===== src/rtl/rom_arb_pkg.sv =====
// Shared definitions for the instruction-ROM arbiter: port ids, word size and
// the registered response record.
package rom_arb_pkg;

  localparam logic PORT_IF = 1'b0;
  localparam logic PORT_LD = 1'b1;

  localparam int unsigned WORD_BYTES = 4;

  typedef struct packed {
    logic valid;
    logic port;
    logic err;
  } resp_t;

endpackage


===== src/rtl/rom_arb_starve_cnt.sv =====
// Saturating count of consecutive IF losses; max_o tells the arbiter to let
// IF through on the next contended cycle.
module rom_arb_starve_cnt
  import rom_arb_pkg::*;
#(
  parameter int unsigned MAX = 4,
  parameter int unsigned W   = $clog2(MAX + 1)
) (
  input  logic clk,
  input  logic rst_n,
  input  logic inc_i,
  input  logic clr_i,
  output logic max_o
);

  localparam logic [W-1:0] MAX_V = W'(MAX);

  logic [W-1:0] cnt_d, cnt_q;

  always_comb begin
    cnt_d = cnt_q;
    if (clr_i) begin
      cnt_d = '0;
    end else if (inc_i && (cnt_q != MAX_V)) begin
      cnt_d = cnt_q + W'(1);
    end
    max_o = (cnt_q == MAX_V);
  end

  always_ff @(posedge clk or negedge rst_n) begin
    if (!rst_n) begin
      cnt_q <= '0;
    end else begin
      cnt_q <= cnt_d;
    end
  end

endmodule


===== src/rtl/rom_arbiter.sv =====
// Shares the single ROM read port between instruction fetch and loads; loads
// win by default, starved fetches are forced through, IF responses squashable.
module rom_arbiter
  import rom_arb_pkg::*;
#(
  parameter int unsigned ROM_AW     = 5,
  parameter int unsigned STARVE_MAX = 4
) (
  input  logic              clk,
  input  logic              rst,
  input  logic              if_req_i,
  input  logic [31:0]       if_addr_i,
  output logic              if_gnt_o,
  output logic              if_rvalid_o,
  output logic [31:0]       if_rdata_o,
  output logic              if_err_o,
  input  logic              ld_req_i,
  input  logic [31:0]       ld_addr_i,
  output logic              ld_gnt_o,
  output logic              ld_rvalid_o,
  output logic [31:0]       ld_rdata_o,
  output logic              ld_err_o,
  input  logic              flush_i,
  output logic              rom_en_o,
  output logic [ROM_AW-1:0] rom_addr_o,
  input  logic [31:0]       rom_data_i
);

  localparam int unsigned OFS = $clog2(WORD_BYTES);

  logic        starve_max;
  logic        if_ok, if_gnt, ld_gnt, any_gnt, addr_err;
  logic        if_resp, ld_resp;
  logic [31:0] sel_addr;
  resp_t       resp_d, resp_q;

  always_comb begin
    // Grants are gated by rst so every output reads 0 while held in reset.
    if_ok    = rst & if_req_i & ~flush_i;
    ld_gnt   = rst & ld_req_i & ~(if_ok & starve_max);
    if_gnt   = if_ok & ~ld_gnt;
    any_gnt  = if_gnt | ld_gnt;

    sel_addr = ld_gnt ? ld_addr_i : if_addr_i;
    addr_err = (|sel_addr[OFS-1:0]) | (|sel_addr[31:ROM_AW+OFS]);

    if_gnt_o   = if_gnt;
    ld_gnt_o   = ld_gnt;
    rom_en_o   = any_gnt & ~addr_err;
    rom_addr_o = any_gnt ? sel_addr[ROM_AW+OFS-1:OFS] : '0;

    resp_d = '{valid: any_gnt,
               port:  (ld_gnt ? PORT_LD : PORT_IF),
               err:   any_gnt & addr_err};

    // A flush in the response cycle drops a pending fetch; loads always land.
    if_resp = resp_q.valid & (resp_q.port == PORT_IF) & ~flush_i;
    ld_resp = resp_q.valid & (resp_q.port == PORT_LD);

    if_rvalid_o = if_resp;
    if_err_o    = if_resp & resp_q.err;
    if_rdata_o  = (if_resp & ~resp_q.err) ? rom_data_i : '0;
    ld_rvalid_o = ld_resp;
    ld_err_o    = ld_resp & resp_q.err;
    ld_rdata_o  = (ld_resp & ~resp_q.err) ? rom_data_i : '0;
  end

  always_ff @(posedge clk or negedge rst) begin
    if (!rst) begin
      resp_q <= '0;
    end else begin
      resp_q <= resp_d;
    end
  end

  rom_arb_starve_cnt #(
    .MAX (STARVE_MAX)
  ) u_starve (
    .clk   (clk),
    .rst_n (rst),
    .inc_i (if_req_i & ld_gnt),
    .clr_i (if_gnt | ~if_req_i),
    .max_o (starve_max)
  );

endmodule


===== config.mk =====
export PLATFORM = sky130hd
export DESIGN_NAME = rom_arbiter
export DESIGN_NICKNAME = d
export VERILOG_FILES = /design/src/rtl/rom_arb_pkg.sv /design/src/rtl/rom_arb_starve_cnt.sv /design/src/rtl/rom_arbiter.sv
export SDC_FILE = /design/constraint.sdc
export NUM_CORES = 1
export LEC_CHECK = 0
export ABC_CLOCK_PERIOD_IN_PS = 1900
export CORE_UTILIZATION = 18
export DETAILED_ROUTE_END_ITERATION = 7
export PLACE_DENSITY_LB_ADDON = 0.25
export SLEW_MARGIN = 25
export SYNTH_ARGS = -nofsm -noshare
export SYNTH_HDL_FRONTEND = slang
export SYNTH_SLANG_ARGS = --single-unit
export TNS_END_PERCENT = 50

===== constraint.sdc =====
create_clock -name clk -period 1.9 [get_ports clk]
set_input_delay 0.38 -clock clk [delete_from_list [all_inputs] [get_ports clk]]
set_output_delay 0.38 -clock clk [all_outputs]
set_load 0.02 [all_outputs]

==> results of run 1 <==
[timing repair]
item	CTS	global route
hold buffers	0	0
buffers inserted	7	4
resized for setup	438	64
gates cloned	3	1
pin swaps	34	11
endpoints found under the setup margin	74	72
[area by class of cell]
type,count,area [sq um]
multi-input combinational,124,1060
fill,490,1870
inverter,4,17.5
timing repair buffer,205,1880
tap,70,87.6
sequential,6,150
clock buffer,3,41.3
[placed cells by master (no fill, tap or decap), types with 2 or more instances in the layout]
cell type / netlist / routed
clkdlybuf4s50_1: 0 / 59
dlygate4sd2_1: 0 / 41
buf_6: 0 / 38
and2_1: 66 / 35
buf_2: 1 / 34
and2_4: 0 / 31
buf_4: 0 / 25
nor4_2: 0 / 11
nor2_1: 9 / 8
dfrtp_1: 6 / 6
nor3_4: 0 / 5
nor3_2: 0 / 5
buf_12: 0 / 4
nand4_1: 3 / 3
nand3_1: 3 / 3
clkbuf_8: 0 / 3
inv_2: 0 / 2
nor3_1: 12 / 2
or3_4: 1 / 2
and3_1: 2 / 2
[final timing paths]
check                                  start           endpoint  slack, ns  cells past startpoint
max reg2reg                u_starve.cnt_q[0]  u_starve.cnt_q[1]       0.17                     11
min                                      rst          resp_q[0]       0.38                      3
min in group clk           u_starve.cnt_q[2]  u_starve.cnt_q[2]       0.62                      3
min reg2reg                u_starve.cnt_q[2]  u_starve.cnt_q[2]       0.62                      3
max in group asynchronous                rst          resp_q[2]       1.39                      3
max                             ld_addr_i[1]           rom_en_o      -0.24                      6
[sequential cells by signal, indices dropped and copies added (netlist names)]
signal,cells
resp_q,3
u_starve.cnt_q,3
[logic make-up (layout without fill, tap and decap cells)]
| family | after synthesis | after routing |
|---|---|---|
| and+or+nand+nor | 116 | 116 |
| xor gates and xnor gates | 2 | 2 |
| DFF | 6 | 6 |
| adders and majority gates | 2 | 2 |
| AOI/OAI and AO/OA | 3 | 3 |
| muxes | 1 | 1 |
| buffers and inverters | 11 | 212 |
[stage by stage]
step / setup TNS (ns) / utilization, % / total power, mW / hold WS (ns)
after floorplan: -0.175 / - / 0.261 / 0.0844
after global placement: -32.27 / 57.7 / 0.593 / 0.599
after detailed placement: -32.24 / 57.7 / 0.598 / 0.617
after CTS: -1.45 / 64.5 / 0.830 / 0.386
after global routing: -3.44 / 63.4 / 0.889 / 0.407
final: -1.93 / 63.4 / 0.843 / 0.383
[worst max-delay path, cell delays in order]
cell and delay [ns]:
clkdlybuf4s50_1 0.41, nor4_2 0.17, nand4_1 0.14, or3_4 0.36
a21oi_4 0.16, buf_6 0.13
[routing by layer]
layer	part of all wire, %	up-vias
li1	-	885
met1	33	815
met2	55	110
met3	12	2
met4	0.50	0
met5	0	-
[power by group through the flow]
| stage | clock [mW] | combinational [mW] | sequential (mW) |
|---|---|---|---|
| floorplan | 0 | 0.122 | 0.139 |
| global placement | 0 | 0.453 | 0.140 |
| detailed placement | 0 | 0.459 | 0.140 |
| finish | 0.194 | 0.509 | 0.140 |
| global route | 0.205 | 0.543 | 0.140 |
| CTS | 0.202 | 0.490 | 0.139 |
==> impl_results.md, run 1 <==
* Final ANT Viol Nets at 0
* Yosys warns at 0
* Clock power share at 23.0%
* Mux share of post-synthesis cell area at 1.04%
* Synth top area share at 43.0%
* Syn_nets at roughly 240
* Crit Path Max Fanout at 2
* Pwr Density at 260 nW/um^2
* Worst endpoint data arrival time at 1.76 ns
* Max IR drop VDD at 0.200 mV
* Nets at 447
* Dpl hpwl at 4.03 mm
* Clock Sinks at 6
* Final Skew at 0.00347 ns
* Hold Fails Final Rpt at 0
* Num CTS Buffers at 3
* Register bit count reported by yosys at 6
* Syn_area_per_cell at 6.81 sq um
* DP Cell Count at 398
* Clock Root Buffer: clkbuf_8
* Clk_lat worst skew at 0.23 ns
* Area share of and/or/nand/nor cells after synthesis at 72.6%
* First drt pass iteration count at 4
* Worst Tran Pin Value at 0.239 ns
* Largest net degree at the start of global routing at 33
* Status: finished with violations
* Seq pwr share at 16.6%
* Final period utilization at 113%
* Die Span X at 75.0 um
* FFs w/ async S/R, synth at 100%
* Met3 usage at 4.28%
* Pre-CTS WS at -0.943 ns
* Relative slew slack at a little over four fifths
* Ant diodes at 0
* Via Count at ~1800
* PortBufs at 176
* Setup crit end kind: output port
* Synth Area in Compound Gates at 1.56%
* Post-Syn Instances at 141
* Distinct cell type count after synthesis at 27
* Placed cell areas at 2950 sq um
* # setup viols final at 24
* Number of top-level pins at 177
* Initial Util at between 10% and 20%
* Iteration-0 DRC Markers at 10
* Rows at 26
* Die Ht at 75.0 um
* Vias per cell at 4.40
* Hold Crit Class: input port to async pin
* Sw power at 0.261 mW
* Largest area contributor in the netlist: and2_1
* Combinational family with the most area after synthesis: simple AND/OR/NAND/NOR gates
* Area contributors post-synth: and2_1 43%, dfrtp_1 16%, nor4_1 7.8%, nor3_1 6.3%, nor2_1 3.5%
* EDFF count, synth at 0
* Max-slew violations at 0
* Setup crit start kind: input port
* Share of layout cells above drive strength 1 at 50.3%
* Finished Layout Cells at 412
* Syn Std Cell Area at 960 sq um
* Leak pwr at 1.55 nW
* Area growth syn-to-layout at 238%
* Post-synth top cells: 66 x and2_1, 12 x nor3_1, 12 x nor4_1
* Internal at between 0.5 and 0.6 mW
* WL per Instance at 13.2 um
* Post-Synth XOR/XNOR Area at under 10%
* Tmin final at 2.14 ns
* Max cap viols at 0
* First-pass GRT wire length at 7.42 mm
* Overall routed net length at 5.42 mm
* Core Area at 5110 sq um
* Adder-cell share of the synthesized area at 2.61%
* Gate power share at around three fifths
* Global-route usage over all layers at 17.1%
* Total grt overflow at 0
* Die area at 5630 sq um
* RSZ-0062 raised after global routing: true
* Most numerous cell in the Yosys netlist: and2_1
* Htree depth at 1
* Sw frac at 30.9%
* Crit path required time at approximately 1.5 ns
* Initial antenna violation count at 0
* Final setup margin at -0.243 ns
* Met2 track utilization from global routing at 35.2%
* Clock transition at path regs at 0.04 ns
* GP Congestion at approximately 0.73
* Sequential-to-total area share from yosys stat at 15.6%
* Clock buffer depth at 2
* Synth Flop Type: dfrtp_1
* Met1 Use GR at 17.0%
* Vias in the first global route at 1715
* Post-route design area at 3240 sq um
* Failing checks: setup timing
* CP Class: input port to output port
* Max Clock Freq at 467 MHz
* CTS tree: done
* Drt drc at 0
* Most used routing layer in global routing: met2
No activity file was read; power rests on OpenSTA's default activity.
==> run 2: changes to the inputs <==
ABC_CLOCK_PERIOD_IN_PS = default   (was 1900)
GPL_TIMING_DRIVEN = 0   (was default)
==> run 2 against run 1 <==
Effect of this change: critical path type unchanged; critical path depth unchanged; non-clock buffer count down 9; combinational power down 5.7%; sequential share of layout area up 0.13 points; die area unchanged; fmax down 3.6%; utilization down 1.7 points; design area down 2.7%; global-route usage down 1.8 points; highest routed layer unchanged; cell count down 2.2%; largest cell class unchanged; the run still ends with setup timing left.
==> impl_results.md, run 2 (synthesis results as in run 1) <==
* Status: finished with violations
* Failing checks: setup timing
* Vias per cell at 4.29
* Largest net degree at the start of global routing at 11
* Ant diodes at 0
* Clock buffer depth at 2
* Total power at 0.803 mW
* Post-route design area at 3150 sq um
* Post-cts hold buffer count at 0
* Max cap viols at 0
* Die Span X at 75.0 um
* # setup viols final at 17
* First-pass GRT wire length at 6.70 mm
* Setup slack, reg-to-reg at 0.31 ns
* Setup_tns at -1.34 ns
* CP Class: input port to output port
* R2R Path End: resp_q[0]
* Max-slew violations at 0
* Relative slew slack at 79.3%
* Worst-case reg-to-reg path depth at 7
* GP Congestion at 0.686
* Crit Path Max Fanout at 2
* Final ANT Viol Nets at 0
* PortBufs at 176
* Area growth syn-to-layout at 229%
* Drt drc at 0
* Max Clock Freq at around 450 MHz
* Crit path required time at 1.52 ns
* RSZ-0062 raised after global routing: true
* Initial antenna violation count at 0
* Pwr Density at 255 nW/um^2
* Clock transition at path regs at 0.03 ns
* Via Count at roughly 1700
* Hold Fails Final Rpt at 0
* Clk_lat worst skew at 0.22 ns
* Max IR drop VDD at between 0.2 and 0.25 mV
* Iteration-0 DRC Markers at 18
* Placed cell areas at around 2800 sq um
* Share of layout cells above drive strength 1 at 44.7%
* Reg area at 150 sq um
* Worst endpoint data arrival time at about 1.8 ns
* R2R Path Start: u_starve.cnt_q[0]
* Final core utilization at 61.7%
* Total grt overflow at 0
* Final period utilization at 117%
* Worst Tran Pin Value at 0.307 ns
* Tmin final at 2.22 ns
* Final setup margin at -0.323 ns
* Nets at 438
* Rows at 26
* Pre-CTS WS at -1.11 ns
* Die area at 5630 sq um
* Leak pwr at 1.56 nW
* Final Skew at between 0.0004 and 0.0005 ns
* Hold Crit Class: input port to async pin
* Commonest cells after routing, fill and taps aside: 75 x clkdlybuf4s50_1, 40 x and2_1, 35 x buf_6, 29 x buf_2, 26 x and2_4
* Overall routed net length at slightly above 5 mm
* Htree depth at 1
* Die Ht at 75.0 um
* WL per Instance at 12.9 um
* First drt pass iteration count at 3
* Number of top-level pins at 177
* Setup crit end kind: output port
* Most common cell after layout, fill and taps aside: clkdlybuf4s50_1
* Clock Sinks at 6
* Filler instances at 477
* Initial Util at 18.8%
* Multi-input gate area at 980 sq um
* Clock Root Buffer: clkbuf_8
* Vias in the first global route at 1571
* Dpl hpwl at 4.13 mm
* Num CTS Buffers at 3
* Global-route usage over all layers at 15.3%
* Setup crit start kind: input port
* Core Area at 5110 sq um
* Biggest regs: resp_q x3, u_starve.cnt_q x3
* CTS tree: done
==> run 2: cell types whose count changed in the layout (fill, tap and decap cells not counted), sizes merged <==
cell           before  now
dlymetal6s2s        0   14
buf               102   82
clkdlybuf4s15       1    6
clkdlybuf4s50      59   75
clkbuf              5    7
dlygate4sd2        41   15
==> run 2: routing by layer <==
metal / global-route usage (%) / up-vias / routed length [um]
li1: - / 859 / -
met4: 3.77 / 0 / 17
met3: 4.95 / 2 / 637
met1: 14.2 / 762 / 1660
met2: 31.6 / 106 / 2880
met5: 0 / - / 0
==> run 2: critical path: stages <==
cell             delay [ns]
clkdlybuf4s50_1        0.39
nor4_1                 0.26
nand3_1                0.11
or3_4                  0.41
a21oi_2                0.15
buf_6                  0.13
==> run 2: how the worst max path moves through the flow <==
stage,endpoint,from,cells after the start,slack (ns)
after floorplan,rom_en_o,u_starve.cnt_q[0],7,-0.17
after global placement,rom_en_o,rst,5,-1.10
after detailed placement,rom_en_o,rst,5,-1.11
after CTS,rom_en_o,u_starve.cnt_q[0],8,-0.30
after global routing,rom_en_o,if_addr_i[22],6,-0.41
final,rom_en_o,if_addr_i[22],6,-0.32
==> run 2: layout make-up <==
cell class | instances | area share (%)
clock buffers | 3 | 1.31
multi-input cells | 124 | 31.1
flip-flops and latches | 6 | 4.76
inverters | 4 | 0.635
repair buffers | 191 | 57.5
well taps | 70 | 2.78
plain buffers | 5 | 1.90
==> run 2: what timing repair did <==
| item | in CTS | in global routing |
|---|---|---|
| setup buffers | 10 | 2 |
| setup endpoints to repair | 75 | 70 |
| hold endpoints to repair | 0 | 0 |
| resized for setup | 324 | 140 |
| pin swaps | 20 | 29 |
| cloned | 0 | 3 |
==> run 2: power by group <==
| part | leakage [nW] | internal (mW) | switching, mW |
|---|---|---|---|
| Combinational | 1.46 | 0.300 | 0.179 |
| Sequential | 0.0794 | 0.134 | 0.00570 |
| Clock | 0.0216 | 0.135 | 0.0482 |
| Total | 1.56 | 0.570 | 0.233 |
==> run 2: per-stage QoR <==
stage / cells / hold WS [ns]
final: 403 / 0.129
after global routing: 403 / 0.143
after CTS: 400 / 0.130
after detailed placement: 387 / 0.555
after global placement: 387 / 0.539
after floorplan: 141 / 0.0844
==> run 3: changes to the inputs <==
CORE_MARGIN = 5   (was default)
==> run 3 against run 2 <==
Effect of this change: clock skew grew 0.0040 ns; largest power group unchanged; die area grew 22%; total power grew 0.74%; worst setup slack gained 0.012 ns; the flow still finishes with violations (setup timing); fmax grew 0.54%.
==> impl_results.md, run 3 (synthesis results as in run 1) <==
* CTS tree: done
* Tmin final at ~2.2 ns
* Worst Tran Pin Value at between 0.3 and 0.4 ns
* Clock buffer depth at 2
* Post-route design area at about 3100 sq um
* Htree depth at 1
* Clock Sinks at 6
* Num CTS Buffers at 3
* First drt pass iteration count at 4
* Clock Root Buffer: clkbuf_8
* Drt drc at 0
* Gate power share at 59.3%
* Sw frac at 29.7%
* Sw power at 0.240 mW
* Ant diodes at 0
* Filler instances at ~530
* Met3 usage at 6.63%
* Initial Util at 18.7%
* Via Count at 1773
* First-pass GRT wire length at slightly above 9 mm
* Post-cts hold buffer count at 0
* Hold Fails Final Rpt at 0
* R2R Path Start: u_starve.cnt_q[1]
* Global-route usage over all layers at 16.1%
* Final period utilization at 116%
* Share of layout cells above drive strength 1 at about two fifths
* Crit path required time at 1.52 ns
* Max Clock Freq at 452 MHz
* Dpl hpwl at 5.07 mm
* Initial antenna violation count at 0
* Internal at 0.569 mW
* Overall routed net length at 6.13 mm
* Largest net degree at the start of global routing at 11
* Multi-input gate area at between 900 and 1000 sq um
* Clock transition at path regs at roughly 0.04 ns
* CP Class: flip-flop to output port
* Most used routing layer in global routing: met2
* Vias per cell at 4.32
* Hold slack at about 0.13 ns
* Area growth syn-to-layout at 222%
* Placed cell areas at 2810 sq um
* Pwr Density at 262 nW/um^2
* Core Area at 5140 sq um
* Setup crit start kind: flip-flop
* Hold Crit Class: input port to async pin
* Clock power share at 23.5%
* Final setup margin at -0.311 ns
* CP Launch Point: u_starve.cnt_q[1]
* Failing checks: setup timing
* Iteration-0 DRC Markers at 15
* Max IR drop VDD at ~0.21 mV
* Most common cell after layout, fill and taps aside: clkdlybuf4s50_1
* Die Span X at 83.0 um
* Reg area at around 150 sq um
* Setup_tns at -1.54 ns
* Number of top-level pins at 177
* Die Ht at 83.0 um
* Final ANT Viol Nets at 0
* Nets at 445
* Relative slew slack at between 70% and 80%
* Worst endpoint data arrival time at 1.83 ns
* Vias in the first global route at around 1800
* Commonest cells after routing, fill and taps aside: 70 x clkdlybuf4s50_1, 51 x and2_1, 33 x buf_6, 32 x buf_2, 26 x buf_4
* Final Skew at roughly 0.0044 ns
* Max cap viols at 0
* Leak pwr at ~1.6 nW
* Rows at 26
* GP Congestion at 0.807
* Die area at 6890 sq um
* Status: finished with violations
* WL per Instance at 14.9 um
* Seq pwr share at 17.2%
* PortBufs at 176
* Setup crit end kind: output port
* Met2 track utilization from global routing at 31.4%
* Max-slew violations at 0
* RSZ-0062 raised after global routing: true
* Crit Path Max Fanout at 3
* # setup viols final at 12
* Met1 Use GR at between 10% and 20%
* Total grt overflow at 0
* Biggest regs: resp_q x3, u_starve.cnt_q x3
* Clk_lat worst skew at ~0.22 ns
run 3: cell count changes in the layout (fill, tap and decap cells not counted), sizes merged:
cell | previous run | this run
clkdlybuf4s15 | 6 | 2
clkbuf | 7 | 8
dlymetal6s2s | 14 | 11
dlygate4sd2 | 15 | 21
buf | 82 | 94
clkdlybuf4s50 | 75 | 70
run 3: final cells by class:
class / count / share of cell area [%]
well taps: 70 / 2.83
repair buffers: 197 / 57.9
clock buffers: 3 / 1.33
multi-input cells: 124 / 30.1
plain buffers: 6 / 2.39
flip-flops and latches: 6 / 4.85
inverters: 4 / 0.647
run 3: power groups by stage:
stage,Combinational (mW),Clock [mW],Sequential [mW]
final,0.480,0.190,0.139
after detailed placement,0.434,0,0.140
after floorplan,0.122,0,0.139
after global placement,0.430,0,0.140
after CTS,0.455,0.197,0.139
after global routing,0.510,0.202,0.140
run 3: routing by layer:
layer  part of all wire, %  routed length [um]  up-vias
li1                      -                   -      878
met1                    37                2270      771
met3                    11                 652        4
met2                    52                3180      120
met4                  0.42                  26        0
met5                     0                   0        -
run 3: critical path, cell delays in order (launching register included):
cell      delay, ns
dfrtp_1        0.39
inv_2          0.08
ha_4           0.13
nand4b_1       0.15
nand3_4        0.13
inv_6          0.04
or3_4          0.40
a21oi_4        0.15
buf_6          0.13
run 3: final timing paths:
kind,cells after the start,to,slack (ns)
worst min-delay path,1,u_starve.cnt_q[0],0.13
worst min register to register,2,u_starve.cnt_q[2],0.57
min in group clk,2,u_starve.cnt_q[2],0.57
max in group asynchronous,1,resp_q[2],1.54
worst max-delay path,8,rom_en_o,-0.31
worst max register to register,9,u_starve.cnt_q[2],0.16
run 3: timing repair:
action                                  4_1_cts  5_1_grt
buffers inserted                             12        7
endpoints found under the setup margin       75       65
pin swaps                                    28       22
gates resized for setup                     357      105
cloned                                        3        0
run 3: per-stage QoR:
| step | setup WS, ns | utilization [%] | cells | total power, mW |
|---|---|---|---|---|
| floorplan | -0.175 | - | 141 | 0.261 |
| global placement | -1.14 | 54.7 | 387 | 0.569 |
| detailed placement | -1.12 | 54.7 | 387 | 0.574 |
| CTS | -0.309 | 58.7 | 405 | 0.791 |
| global route | -0.364 | 60.2 | 410 | 0.852 |
| finish | -0.311 | 60.2 | 410 | 0.809 |
